==> config.mk <==
export PLATFORM = sky130hd
export DESIGN_NAME = fir_feeder
export DESIGN_NICKNAME = d
export VERILOG_FILES = /design/src/rtl/fir_pkg.sv /design/src/rtl/fir_sample_fifo.sv /design/src/rtl/fir_feeder.sv
export SDC_FILE = /design/constraint.sdc
export NUM_CORES = 1
export LEC_CHECK = 0
export BUFFER_PORTS_ARGS = -buffer_cell sky130_fd_sc_hd__buf_4
export CORE_ASPECT_RATIO = 0.7
export CORE_MARGIN = 3
export CORE_UTILIZATION = 23
export DETAILED_ROUTE_END_ITERATION = 8
export PLACE_DENSITY = 0.38
export SKIP_CTS_REPAIR_TIMING = 1
export SKIP_LAST_GASP = 1
export SLEW_MARGIN = 20
export SYNTH_ARGS = -nofsm -noshare
export SYNTH_HDL_FRONTEND = slang
export SYNTH_SLANG_ARGS = --single-unit
export TNS_END_PERCENT = 10
==> constraint.sdc <==
create_clock -name clk -period 2.3 [get_ports clk]
set_clock_uncertainty 0.1 [all_clocks]
set_input_delay 0.46 -clock clk [delete_from_list [all_inputs] [get_ports clk]]
set_output_delay 0.46 -clock clk [all_outputs]
set_load 0.05 [all_outputs]
==> src/rtl/fir_pkg.sv <==
// Shared definitions for the FIR feeder and the filter it drives.
// The setup-cycle constant must match the filter's own reset setup window.
package fir_pkg;

  localparam int FIR_TAP_SIZE     = 3;
  localparam int FIR_NBR_OF_TAPS  = 3;
  localparam int FIR_X_N_SIZE     = 8;
  localparam int FIR_FIFO_DEPTH   = 4;
  localparam int FIR_SETUP_CYCLES = 4;

  typedef enum logic [2:0] {
    ST_WAIT   = 3'd0,
    ST_IDLE   = 3'd1,
    ST_CONFIG = 3'd2,
    ST_GAP    = 3'd3,
    ST_STREAM = 3'd4
  } fir_state_e;

endpackage

==> src/rtl/fir_sample_fifo.sv <==
// Small synchronous sample FIFO with wrap-bit pointers.
// A push while full is legal only when a pop happens in the same cycle.
module fir_sample_fifo #(
  parameter int DATA_W = 8,
  parameter int DEPTH  = 4
) (
  input  logic                    i_clk,
  input  logic                    i_rst_n,
  input  logic                    i_push,
  input  logic [DATA_W-1:0]       i_data,
  input  logic                    i_pop,
  output logic [DATA_W-1:0]       o_head,
  output logic                    o_full,
  output logic                    o_empty,
  output logic [$clog2(DEPTH):0]  o_count
);

  localparam int AW = $clog2(DEPTH);

  logic [AW:0]       r_wptr;
  logic [AW:0]       r_rptr;
  logic [DATA_W-1:0] r_mem [DEPTH];

  always_ff @(posedge i_clk or negedge i_rst_n) begin
    if (!i_rst_n) begin
      r_wptr <= '0;
      r_rptr <= '0;
    end else begin
      if (i_push) r_wptr <= r_wptr + 1'b1;
      if (i_pop)  r_rptr <= r_rptr + 1'b1;
    end
  end

  // Storage carries no reset; only the pointers define validity.
  always_ff @(posedge i_clk) begin
    if (i_push) r_mem[r_wptr[AW-1:0]] <= i_data;
  end

  assign o_head  = r_mem[r_rptr[AW-1:0]];
  assign o_count = r_wptr - r_rptr;
  assign o_empty = (o_count == '0);
  assign o_full  = (o_count == (AW+1)'(DEPTH));

endmodule

==> src/rtl/fir_feeder.sv <==
// Drives the FIR filter's x_n / s_set_coeffs / s_axis_fir_tvalid interface.
// x_n is registered one cycle behind the control strobes to match the filter's state lag.
module fir_feeder
  import fir_pkg::*;
#(
  parameter int TAP_SIZE     = FIR_TAP_SIZE,
  parameter int NBR_OF_TAPS  = FIR_NBR_OF_TAPS,
  parameter int X_N_SIZE     = FIR_X_N_SIZE,
  parameter int FIFO_DEPTH   = FIR_FIFO_DEPTH,
  parameter int SETUP_CYCLES = FIR_SETUP_CYCLES
) (
  input  logic                             clk,
  input  logic                             rst_n,
  input  logic                             coef_wr,
  input  logic [$clog2(NBR_OF_TAPS)-1:0]   coef_addr,
  input  logic signed [TAP_SIZE-1:0]       coef_data,
  input  logic                             cfg_start,
  input  logic                             in_valid,
  input  logic signed [X_N_SIZE-1:0]       in_data,
  output logic                             in_ready,
  output logic signed [X_N_SIZE-1:0]       x_n,
  output logic                             s_set_coeffs,
  output logic                             s_axis_fir_tvalid,
  output logic                             busy,
  output logic                             cfg_done
);

  localparam int IDX_W = $clog2(NBR_OF_TAPS);
  localparam int CNT_W = $clog2(SETUP_CYCLES + 1);
  localparam int FCW   = $clog2(FIFO_DEPTH) + 1;

  fir_state_e                 r_state;
  fir_state_e                 w_state_nxt;
  logic [CNT_W-1:0]           r_wait_cnt;
  logic [IDX_W-1:0]           r_idx;
  logic signed [TAP_SIZE-1:0] r_bank [NBR_OF_TAPS];
  logic                       r_pend;

  logic                       r_set;
  logic                       r_tvalid;
  logic                       r_busy;
  logic                       r_done;
  logic signed [X_N_SIZE-1:0] r_xn;

  logic                       w_set_nxt;
  logic                       w_tvalid_nxt;
  logic                       w_busy_nxt;
  logic                       w_done_nxt;
  logic signed [X_N_SIZE-1:0] w_xn_nxt;

  logic                       w_push;
  logic                       w_pop;
  logic                       w_full;
  logic                       w_empty;
  logic [FCW-1:0]             w_count;
  logic [X_N_SIZE-1:0]        w_head;
  logic                       w_cfg_req;
  logic signed [X_N_SIZE-1:0] w_coef_ext;

  function automatic logic signed [X_N_SIZE-1:0] sext_coef(input logic signed [TAP_SIZE-1:0] c);
    return X_N_SIZE'(c);
  endfunction

  assign w_pop      = (r_state == ST_STREAM);
  assign in_ready   = !w_full || w_pop;
  assign w_push     = in_valid && in_ready;
  assign w_cfg_req  = cfg_start || r_pend;
  assign w_coef_ext = sext_coef(r_bank[r_idx]);

  fir_sample_fifo #(
    .DATA_W (X_N_SIZE),
    .DEPTH  (FIFO_DEPTH)
  ) u_fifo (
    .i_clk   (clk),
    .i_rst_n (rst_n),
    .i_push  (w_push),
    .i_data  (in_data),
    .i_pop   (w_pop),
    .o_head  (w_head),
    .o_full  (w_full),
    .o_empty (w_empty),
    .o_count (w_count)
  );

  always_ff @(posedge clk or negedge rst_n) begin
    if (!rst_n) begin
      r_state <= ST_WAIT;
    end else begin
      r_state <= w_state_nxt;
    end
  end

  // STREAM is only ever occupied while the FIFO holds the word being popped.
  always_comb begin
    w_state_nxt = r_state;
    case (r_state)
      ST_WAIT:   if (r_wait_cnt == CNT_W'(SETUP_CYCLES - 1)) w_state_nxt = ST_IDLE;
      ST_IDLE:   if (w_cfg_req)     w_state_nxt = ST_CONFIG;
                 else if (!w_empty) w_state_nxt = ST_STREAM;
      ST_CONFIG: if (r_idx == '0)   w_state_nxt = ST_GAP;
      ST_GAP:    w_state_nxt = ST_IDLE;
      ST_STREAM: if (w_cfg_req || !((w_count > FCW'(1)) || w_push)) w_state_nxt = ST_IDLE;
      default:   w_state_nxt = ST_WAIT;
    endcase
  end

  always_comb begin
    w_set_nxt    = (w_state_nxt == ST_CONFIG);
    w_tvalid_nxt = (w_state_nxt == ST_STREAM);
    w_busy_nxt   = (w_state_nxt != ST_IDLE);
    w_done_nxt   = (w_state_nxt == ST_GAP);
    w_xn_nxt     = '0;
    if (r_state == ST_CONFIG)      w_xn_nxt = w_coef_ext;
    else if (r_state == ST_STREAM) w_xn_nxt = w_head;
  end

  always_ff @(posedge clk or negedge rst_n) begin
    if (!rst_n) begin
      r_set      <= 1'b0;
      r_tvalid   <= 1'b0;
      r_busy     <= 1'b0;
      r_done     <= 1'b0;
      r_xn       <= '0;
      r_wait_cnt <= '0;
      r_idx      <= '0;
      r_pend     <= 1'b0;
      for (int i = 0; i < NBR_OF_TAPS; i++) r_bank[i] <= '0;
    end else begin
      r_set    <= w_set_nxt;
      r_tvalid <= w_tvalid_nxt;
      r_busy   <= w_busy_nxt;
      r_done   <= w_done_nxt;
      r_xn     <= w_xn_nxt;

      r_wait_cnt <= (r_state == ST_WAIT) ? r_wait_cnt + 1'b1 : '0;

      // Highest index goes out first so bank[0] ends up in the filter's taps[0].
      if (r_state != ST_CONFIG && w_state_nxt == ST_CONFIG) r_idx <= IDX_W'(NBR_OF_TAPS - 1);
      else if (r_state == ST_CONFIG)                        r_idx <= r_idx - 1'b1;

      if (r_state == ST_IDLE) r_pend <= 1'b0;
      else if (cfg_start)     r_pend <= 1'b1;

      if (coef_wr && r_state != ST_CONFIG && int'(coef_addr) < NBR_OF_TAPS)
        r_bank[coef_addr] <= coef_data;
    end
  end

  assign s_set_coeffs      = r_set;
  assign s_axis_fir_tvalid = r_tvalid;
  assign busy              = r_busy;
  assign cfg_done          = r_done;
  assign x_n               = r_xn;

endmodule

### Word-level counts from Yosys, hierarchy flattened

Memory sizes are Yosys's and may differ from the RTL's.
Index checks and enable logic that the tools add are counted.

* bits in writable memories: 32
* input bits: 18
* bits in latches: 0
* bits in registers: 36
* word-level logic and storage cells: 75
* output and inout bits: 13
* memories kept: 1
* ROM bits: 0

* reductions and logical operators: 16
* add/subtract/negate cells: 5
* divide/modulo/power cells: 0
* shift operators: 0
* $lt $le $gt $ge: 5
* multiplexer cells: 21
* multipliers: 0
* equality and inequality tests: 11
* bitwise logic cells: 2

Memory list
* u_fifo.r_mem: depth 4, bits a word 8, read ports 1, clocked after Yosys merged registers in 0, write ports 1, line fir_sample_fifo.sv:22 `logic [DATA_W-1:0] r_mem [DEPTH];`

Operators with widths (number)
* 3-bit two-way mux: 9
* 8-bit two-way mux: 2
* 3-bit by 2-bit equality test with 1-bit output (second input constant): 5
* 3-bit case mux with 5 select lines: 1
* 3-bit by 1-bit adder with 3-bit output (second input constant): 3
* 9-bit bitwise mux: 1
* 3-bit equality test (second input constant): 3
* 3-bit binary-select mux with 2-bit select: 1
* 3-bit demux with 2-bit select: 1
* 3-bit >= comparator (second input constant): 2
* 3-bit zero test: 2
* 2-bit NOT with 3-bit output: 2
* 1-bit logical AND: 5
* 1-bit logical OR: 4
* 1-bit two-way mux: 4
* 2-bit two-way mux: 2
* 2-bit nonzero test: 2
* 3-bit by 1-bit equality test with 1-bit output (second input constant): 1
* 3-bit by 1-bit greater-than comparator with 1-bit output (second input constant): 1
* 3-bit by 1-bit less-than comparator with 1-bit output (second input constant): 1
* 3-bit by 1-bit != test with 1-bit output (second input constant): 1
* 3-bit by 2-bit != test with 1-bit output (second input constant): 1
* 3-bit subtractor: 1
* 1-bit zero test: 2
* 3 further kinds: 3

### Longest topological paths before layout

* depth in word-level cells: 13
* mapped depth: 7
* gate-level depth less buffers: 7

### Cells and area by module

Synthesis repeated with hierarchy kept, for this count alone.

* cells, all modules: 182
* area, all modules: 2875.3 sq um

By module, submodules not included
* fir_sample_fifo: area an instance 1536.5 sq um, instances 1, cells an instance 74, seq. area each 1111.1 sq um
* fir_feeder: area an instance 1338.8 sq um, instances 1, cells an instance 108, seq. area each 750.7 sq um

### Worst setup path after synthesis

OpenSTA, ideal clock, no wires.

* kind: reg2reg
* start: reg u_fifo.r_wptr[0]
* end: reg u_fifo.r_wptr[2]
* cell stages (with the launch flop): 8
* library setup time: 0.140 ns
* required time: 2.060 ns
* arrival: 2.286 ns
* setup slack: -0.225 ns
* buffers on the path: 0
* cell sequence: dfrtp_1 -> inv_1 -> ha_1 -> fa_1 -> xor3_2 -> nand4_2 -> and3_1 -> xor2_1

* cells in the longest elaborated chain, start to end: 5
* elaborated cells on any way between the ends: 6

RTL lines
* start, declared: line fir_sample_fifo.sv:20 `logic [AW:0] r_wptr;`
* start signal, assigned: line fir_sample_fifo.sv:29 `if (i_push) r_wptr <= r_wptr + 1'b1;`
* 3-bit subtractor: line fir_sample_fifo.sv:40 `assign o_count = r_wptr - r_rptr;`
* 3-bit equality test: line fir_sample_fifo.sv:42 `assign o_full = (o_count == (AW+1)'(DEPTH));`
* 1-bit zero test: line fir_feeder.sv:65 `assign in_ready = !w_full || w_pop;`
* 1-bit logical OR: line fir_feeder.sv:65
* net in_ready: line fir_feeder.sv:20 `output logic in_ready,`
* 1-bit logical AND: line fir_feeder.sv:66 `assign w_push = in_valid && in_ready;`

The timed path passes the listed nets, and every way through them passes these cells.
A chain may end at the register's enable or synchronous reset.

### Final worst setup path

* start: reg u_fifo.r_wptr[0]
* end: out in_ready

* cells in the longest elaborated chain, start to end: 4

RTL lines (line)
* 3-bit subtractor: fir_sample_fifo.sv:40
* 3-bit equality test: fir_sample_fifo.sv:42
* 1-bit zero test: fir_feeder.sv:65
* 1-bit logical OR: fir_feeder.sv:65
* end, declared: fir_feeder.sv:20

Every way passes these cells.

==> summary.txt <==
outcome - finished with violations
failing checks - negative hold slack, negative setup slack
proportion of layout cells with a drive suffix above 1 - 35.4%
Gate Count Post-Synth - 190
die height - 99.0 um
Final Net Count - 269
Yosys warning count - 0
Tcrit/Tclk final - 108%
Max-Slew Margin vs Limit - 66.8%
area fraction of the dominant cell type after synthesis - 33.8%
worst slew pin tran - 0.497 ns
first-pass GRT wire length - 9830 um
Pleak - 1.51 nW
htree depth - 3
hpwl dp - 4040 um
Reg clk slew, reported paths - 0.05 ns
crit start category - flip-flop
Place WS - 0.0873 ns
Hold WS - -0.00991 ns
Clock Sinks - 68
largest cells by area after synthesis - edfxtp_1, dfrtp_1, mux4_2
RSZ-0062 raised after global routing - true
Die Width - 139 um
Slowest Stage Delay on Critical Path - 0.42 ns
DRC viols - 0
Max Cap Viol - 0
CTS buffer count - 9
vias - 1651
Post-Syn Nets - 218
Total Routing Usage GR - 9.55%
Fmax achieved - 401 MHz
WP data arrival - 1.93 ns
Pwr Total - 4.83 mW
syn_area_per_cell - 15.0 um^2
total die area - 13800 um^2
root buf cell - clkbuf_16
Port Buffer Count - 30
core box area - 11900 um^2
filler cell count - 1202
ANT cells - 0
CP max stage cell - xor3_2
number of flops mapped to enable cells by yosys - 32
setup TNS - -3.21 ns
Antenna Nets Post-Route - 0
Fin. Hold Viols - 7
Initial Utilization - 23.9%
CTS tree - done
Synth Flop Type - dfrtp_1
initial antenna violation count - 0
Iter 0 DRT Violations - 71
1st-pass router iterations - 4
Routed WL - 5960 um
detail-routed via count per cell - 4.10
PD cells - 1310 nW/um^2
dominant cell type by area after synthesis - edfxtp_1
Mapped Area - 2840 um^2
largest net degree at the start of global routing - 37
crit-path cells - inv_1 > ha_2 > fa_2 > xor3_2 > nand4_4 > buf_8
I/O Pins - 31
Final Max Slew Viols - 0
peak supply drop - 0.600 mV
gpl congestion - 0.699
num rows - 33
minimum clock period - 2.49 ns
CP Capture Type - output port
Seq cells post-synth - 68
Area Overhead vs Synth - 29.6%
worst skew pair latency - 0.33 ns
Longest Clk Path Bufs - 2
asr flop ratio synth - 52.9%
worst-path maximum fanout - 3
Finish-stage setup viols - 28
register area share after synthesis - 65.5%
Yosys cell types - 38
WS Path Type - reg -> out
required time of the critical path - 1.74 ns
hold crit path type - in -> async
Wirelength per Cell - 14.8 um
vias in the first global route - 1728
worst setup margin - -0.194 ns
gr ovfl total - 0
[cell usage in the layout, fill, tap and decap left out, types with 3 or more instances in the layout]
master	Yosys	layout
nor2b_1	3	3
buf_12	0	3
clkbuf_16	0	9
buf_4	0	44
mux2_2	10	10
nand2_1	22	22
nor3b_1	3	3
a21oi_1	4	4
edfxtp_1	32	32
mux2i_1	3	3
xnor2_1	3	3
clkinv_1	0	4
and3_1	4	3
mux4_2	8	8
o21ai_0	6	6
dfrtp_1	36	36
ha_1	9	8
inv_1	5	5
nor2_1	8	8
[through the flow]
stage / hold slack, ns / cells / utilization (%) / instance area [um^2]
floorplan: 0.0644 / 190 / - / 2850
global placement: 0.343 / 384 / 28.5 / 3390
detailed placement: 0.330 / 384 / 28.5 / 3390
CTS: 0.0155 / 400 / 30.7 / 3650
global route: 0.0355 / 403 / 31.0 / 3680
finish: -0.00991 / 403 / 31.0 / 3680
[layout make-up]
cell class / count / area, um^2 / area share [%]
clock buffer: 9 / 225 / 6.11
clock inverter: 7 / 33.8 / 0.917
inverter: 5 / 18.8 / 0.509
multi-input combinational: 109 / 943 / 25.6
sequential: 68 / 1860 / 50.5
tap: 157 / 196 / 5.33
timing repair buffer: 48 / 405 / 11.0
[worst paths after layout]
path / start / to / slack, ns / cells after the start
worst min register to register: r_wait_cnt[0] / r_wait_cnt[0] / 0.34 / 1
min in group clk: cfg_start / r_state[2] / 0.23 / 2
worst min-delay path: rst_n / s_axis_fir_tvalid / -0.01 / 1
max in group asynchronous: rst_n / x_n[4] / 1.75 / 1
worst max register to register: u_fifo.r_wptr[0] / u_fifo.r_mem[3][3] / -0.15 / 8
worst max-delay path: u_fifo.r_wptr[0] / in_ready / -0.19 / 6
[logic make-up after synthesis]
kind of cell | after synthesis | share of synthesized area, %
AO/OA/AOI/OAI | 17 | 3.65
XOR/XNOR | 5 | 2.11
adder cells (fa/ha/maj) | 10 | 4.66
buffers and inverters | 13 | 1.89
flip-flops | 68 | 65.5
multiplexers | 21 | 11.4
AND/OR/NAND/NOR | 56 | 10.9
[state kept, by name, summed over array words and instances, names as in the netlist]
register,cells
u_fifo.r_mem,32
r_bank,9
x_n,8
r_state,3
r_wait_cnt,3
u_fifo.r_rptr,3
u_fifo.r_wptr,3
r_idx,2
busy,1
cfg_done,1
r_pend,1
s_axis_fir_tvalid,1
s_set_coeffs,1
[worst max-delay path, delay by kind of cell (launching register included)]
family	cells	cell delay, ns
flops	1	0.34
simple gates	1	0.11
xor+xnor	1	0.42
buf+inv	2	0.21
fa+ha+maj	2	0.52
[power breakdown]
| part | switching [mW] | total, mW | internal [mW] | leakage (nW) |
|---|---|---|---|---|
| combinational | 1.02 | 1.80 | 0.780 | 0.637 |
| clock | 0.484 | 1.19 | 0.711 | 0.129 |
| sequential | 0.161 | 1.83 | 1.67 | 0.746 |
| total | 1.67 | 4.83 | 3.16 | 1.51 |
[synth_stat cells (all sizes together), types with 2 or more instances]
| cell type | n |
|---|---|
| inv | 5 |
| o21ai | 8 |
| dfrtp | 36 |
| nor2 | 8 |
| buf | 5 |
| nand2 | 22 |
| nor4 | 3 |
| mux4 | 8 |
| nand4b | 2 |
| nor3b | 3 |
| and3 | 4 |
| mux2 | 10 |
| a2111oi | 2 |
| ha | 9 |
| mux2i | 3 |
| or3b | 4 |
| nor2b | 3 |
| xnor2 | 3 |
| clkbuf | 3 |
| edfxtp | 32 |
| a21oi | 4 |
[routing by layer]
layer	GRT usage (%)	up-vias	routed length, um
met5	0	-	0
met4	2.48	0	54
met3	4.41	5	355
met2	12.0	36	2330
met1	14.5	806	3220
li1	-	804	-
No activity file was read; power rests on OpenSTA's default activity.
